## src/rtl/time_mgr_multi_hb.sv

```systemverilog
// Time manager: programmable-length time units, PC-throttled advance and NHB heartbeat channels.
// Build with TIME_MGR_SLACK_EN defined to add the max_lead run-ahead input.
module time_mgr_multi_hb #(
  parameter int NUNIT  = 16,
  parameter int NTIME  = 48,
  parameter int NHB    = 4,
  parameter int NHBDIV = 16
) (
  input  logic                  clk,
  input  logic                  reset,
  input  logic [NUNIT-1:0]      unit_len,
  input  logic                  reset_time,
  input  logic [NTIME-1:0]      pc_time_elapsed,
`ifdef TIME_MGR_SLACK_EN
  input  logic [NTIME-1:0]      max_lead,
`endif
  input  logic [NHB*NHBDIV-1:0] hb_every,
  output logic                  unit_pulse,
  output logic [NTIME-1:0]      time_elapsed,
  output logic [NHB-1:0]        hb_pulse,
  output logic                  stall_dn
);

  typedef enum logic {COUNT, HOLD} state_t;

  state_t           state;
  logic [NUNIT-1:0] unit_cnt;
  logic [NUNIT-1:0] term_val;
  logic [NTIME-1:0] limit;
  logic             terminal;
  logic             ahead;
  logic             advance;
  logic             zero_stall;

`ifdef TIME_MGR_SLACK_EN
  assign limit = pc_time_elapsed + max_lead;
`else
  assign limit = pc_time_elapsed;
`endif

  // unit_len of 0 behaves like 1; a shrunken unit_len counts as terminal at once
  always_comb begin
    term_val   = (unit_len == '0) ? '0 : unit_len - 1'b1;
    terminal   = (state == HOLD) || (unit_cnt >= term_val);
    ahead      = (time_elapsed >= limit);
    advance    = terminal && !ahead;
    zero_stall = (term_val == '0) && (limit == '0);
  end

  always_ff @(posedge clk or posedge reset) begin
    if (reset) begin
      state        <= COUNT;
      unit_cnt     <= '0;
      time_elapsed <= '0;
      unit_pulse   <= 1'b0;
      stall_dn     <= 1'b1;
    end else if (reset_time) begin
      state        <= COUNT;
      unit_cnt     <= '0;
      time_elapsed <= '0;
      unit_pulse   <= 1'b0;
      stall_dn     <= zero_stall;
    end else begin
      unit_pulse <= advance;
      stall_dn   <= terminal && ahead;
      if (advance) begin
        state        <= COUNT;
        unit_cnt     <= '0;
        time_elapsed <= time_elapsed + 1'b1;
      end else if (terminal) begin
        state <= HOLD;
      end else begin
        unit_cnt <= unit_cnt + 1'b1;
      end
    end
  end

  generate
    for (genvar gi = 0; gi < NHB; gi++) begin : g_hb
      logic [NHBDIV-1:0] every;
      logic [NHBDIV-1:0] hb_cnt;
      logic              pulse;

      assign every        = hb_every[gi*NHBDIV +: NHBDIV];
      assign hb_pulse[gi] = pulse;

      // >= rather than == so a period lowered below the count fires on the next advance
      always_ff @(posedge clk or posedge reset) begin
        if (reset) begin
          hb_cnt <= '0;
          pulse  <= 1'b0;
        end else if (reset_time) begin
          hb_cnt <= '0;
          pulse  <= 1'b0;
        end else if (!advance) begin
          pulse <= 1'b0;
        end else if (every == '0) begin
          hb_cnt <= '0;
          pulse  <= 1'b0;
        end else if (hb_cnt >= every - 1'b1) begin
          hb_cnt <= '0;
          pulse  <= 1'b1;
        end else begin
          hb_cnt <= hb_cnt + 1'b1;
          pulse  <= 1'b0;
        end
      end
    end
  endgenerate

endmodule

```

## config.mk

```make
export PLATFORM = sky130hd
export DESIGN_NAME = time_mgr_multi_hb
export DESIGN_NICKNAME = d
export VERILOG_FILES = /design/src/rtl/time_mgr_multi_hb.sv
export SDC_FILE = /design/constraint.sdc
export NUM_CORES = 1
export LEC_CHECK = 0
export ABC_AREA = 1
export CAP_MARGIN = 10
export CORE_ASPECT_RATIO = 1.4
export CORE_MARGIN = 4
export CORE_UTILIZATION = 52
export CTS_CLUSTER_SIZE = 20
export DETAILED_ROUTE_END_ITERATION = 16
export GPL_ROUTABILITY_DRIVEN = 0
export PLACE_DENSITY = 0.78
export SYNTH_ARGS = -nofsm -noshare
export SYNTH_HDL_FRONTEND = slang
export SYNTH_SLANG_ARGS = --single-unit
```

## constraint.sdc

```tcl
create_clock -name clk -period 4.3 [get_ports clk]
set_input_delay 0.43 -clock clk [delete_from_list [all_inputs] [get_ports clk]]
set_output_delay 0.43 -clock clk [all_outputs]
set_load 0.05 [all_outputs]
```

==> impl_metrics.yaml <==
outcome:
  status: "complete, no violations"
final_layout:
  fillers: 2447
  synthToLayoutAreaGrowth_pct: 19.15
  fin_util_pct: 63.40
  layout-drive-gt1-share_pct: 3.628
  fin_nets: 2605
  n_antenna_cell: 0
  fin_area_sq_um: 16710
worst_setup_path:
  slowest_stage: "nor4_1"
  worst_setup_path_end_kind: "register"
  ff2ff_setup_slack_ps: 1450
  worstSetupPathType: "input port to register"
  path_max_fanout: 17
  cp_cell_sequence: "clkdlybuf4s50_1, inv_1, ha_1, nand2_1, nor3_1, nand3_1, nor2_1, xor2_1, inv_1, ha_1, nand2_1, nor4_1, nand2_1, and2_1, nand4_1, nor2_1, nand2_1, nand2_1"
  critPathLaunchType: "input port"
  critical-path-top-delay-family: "simple AND/OR/NAND/NOR gates"
  cp.required_ps: 4620
  worst-path-stages: 18
  path_buf_inv: 3
  crit_top_cell: "nand2_1"
  crit_path_end: "g_hb[3].hb_cnt[4]"
  rr_endpoint: "unit_cnt[13]"
  arrival_ps: 3790
  reg2reg_from: "time_elapsed[39]"
  setup.worst_path.start: "hb_every[48]"
  reg2regPathDepth: 12
  slowest_delay_ps: 430
cts:
  ctsResizeCount: 0
  numCtsBuffers: 17
  clockBufferDepth: 2
  cts_tree: "yes"
  clk_latency_ps: 430
  h-tree-depth: 4
  hold_buffers: 0
  cts_root_buf: "clkbuf_16"
  cts.sinks: 135
  path_clk_slew_ps: 70
  postCtsSetupBuffers: 0
pwr:
  power_frac_seq_pct: 39.8
  p_int_mw: 2.356
  pwr-share-clk_pct: 46.0
  switching_share_pct: 26.86
  power.total_mw: 3.222
  power_density_nw_per_um2: 192.8
  power_frac_comb_pct: 14.2
  cellLeakagePower_nw: 8.311
  ir_drop_v: 0.0002806
  net-switching-power_mw: 0.8653
logic_synthesis:
  syn_area_sq_um: 14030
  yosys.cell_types.count: 39
  synth.top_cells.by_area: "dfrtp_1, nand2_1, ha_1"
  syn_area_per_cell_sq_um: 6.453
  yosysTopAreaCell: "dfrtp_1"
  yosys_warnings: 0
  netlist_top_cells_count: "nand2_1, nor2_1, nand3_1"
  syn-num-nets: 2449
  synth_most_common_cell: "nand2_1"
  ys.flop_type: "dfrtp_1"
  yosysSeqAreaShare_pct: 24.09
  synth_cells: 2174
  synth_top_area_share_pct: 23.90
  synth_seq_cells: 135
  async_flop_share_pct: 100.0
  synth_edf_count: 0
run:
  timing.max_cap.violations: 0
route:
  wl_per_cell_microns: 14.43
  viasPerCell: 5.440
  wirelength_microns: 39010
  final_antenna_net_count: 0
  drt_pass1_iterations: 5
  dr.first_iter.drc_count: 817
  vias: 14710
  drc: 0
floorplanning:
  core_sq_um: 26360
  start_util_pct: 53.21
  ioPinCount: 185
  rows: 70
  die_area_sq_um: 29710
  die_x_microns: 146.8
  die_h_microns: 202.3
grt:
  grt_max_degree: 93
  grt.busiest_layer: "met2"
  use_met1_pct: 31.76
  track_usage_pct: 26.14
  grt_pass1_wl_microns: 65780
  grtUsageMet2_pct: 47.06
  grt_pass1_vias: 13970
  overflow: 0
  met3_usage_pct: 3.588
  antenna_found_initial: 0
place:
  hpwl_microns: 30080
  place_area_sq_um: 16130
  port_buffers: 184
timing:
  period_needed_ps: 3475
  final.period_utilization_pct: 80.82
  clock.fmax_ghz: 0.2877
  final-max-slew-violation-count: 0
  worst_pin_slew_ps: 855.6
  rsz0062_at_grt: "no"
  skew_ps: 12.85
  setup_violations: 0
  slew_headroom_pct: 42.96
  fin_tns_setup_ps: 0
  hold_violations: 0
min_path:
  hold_class: "input port to register"
[power by group through the flow]
stage / Sequential (mW) / Combinational (mW) / Clock (mW)
2_1_floorplan: 1.30 / 0.243 / 0
3_3_place_gp: 1.31 / 0.445 / 0
3_5_place_dp: 1.31 / 0.459 / 0
4_1_cts: 1.28 / 0.461 / 1.50
5_1_grt: 1.28 / 0.518 / 1.56
6_report: 1.28 / 0.458 / 1.48
[state kept, by name, indices dropped and copies added, names as in the netlist]
register,flops
time_elapsed,48
g_hb.hb_cnt,64
state,1
unit_cnt,16
g_hb.pulse,4
unit_pulse,1
stall_dn,1
[per-stage QoR]
| stage | cells | worst slack, ps | hold slack (ps) |
|---|---|---|---|
| after floorplan | 2174 | 260.5 | 497.6 |
| after global placement | 2671 | 484.3 | 519.5 |
| after detailed placement | 2671 | 375.6 | 532.4 |
| after CTS | 2703 | 821.1 | 473.7 |
| after global routing | 2703 | 328.5 | 507.9 |
| final | 2703 | 824.7 | 484.3 |
[how the worst min path moves through the flow]
stage	startpoint	depth (start not counted)	slack (ps)	end
detailed placement	g_hb[1].hb_cnt[0]	2	530	g_hb[1].hb_cnt[0]
global route	reset_time	4	510	g_hb[3].hb_cnt[11]
floorplan	unit_cnt[15]	2	500	unit_cnt[15]
global placement	g_hb[1].hb_cnt[0]	2	520	g_hb[1].hb_cnt[0]
CTS	reset_time	4	470	g_hb[3].hb_cnt[11]
finish	reset_time	4	480	g_hb[3].hb_cnt[11]
[worst reg2reg max path, delay by kind of cell (launching register included)]
kind | cells | cell delay, ps
flip-flops | 1 | 610
AND/OR/NAND/NOR | 8 | 910
adder cells (fa/ha/maj) | 1 | 340
buffers and inverters | 1 | 350
AO/OA/AOI/OAI | 2 | 540
[cell type report]
type                            count  area, sq um  area share (%)
Timing Repair Buffer              200         1969           11.78
Multi-Input combinational cell   1748         9463           56.61
Inverter                          228        863.3           5.165
Clock inverter                     13        146.4          0.8758
Tap cell                          360        450.4           2.695
Sequential cell                   135         3379           20.22
Clock buffer                       19        442.9           2.650
[per-layer routing]
metal  up-vias  wire length (microns)  part of all wire (%)
met4         0                   1026                   2.6
met1      6770                  16060                    41
met3        81                   2032                   5.2
met5         -                      0                     0
li1       7384                      -                     -
met2       470                  19880                    51
[layout by cell type, fill, tap and decap left out, drive strengths merged, types with 5 or more instances in the layout]
master,n
nand3b,7
buf,17
o21a,5
a21oi,58
clkinv,7
clkdlybuf4s50,183
nor3,61
inv,230
or2,12
o21ai,26
dfrtp,134
xor2,99
nand4,67
nand3,237
nor4,21
xnor2,33
nor2,332
ha,144
clkbuf,19
nand2,617
a21o,7
o21bai,11
[cell families after synthesis]
group / count (synthesis) / share of synthesized area, %
compound gates: 114 / 4.611
xor+xnor: 132 / 8.241
fa+ha+maj: 144 / 12.84
buf+inv: 291 / 8.544
flops: 135 / 24.09
simple gates: 1358 / 41.67
Note: power is estimated with default switching activity, not from simulation.
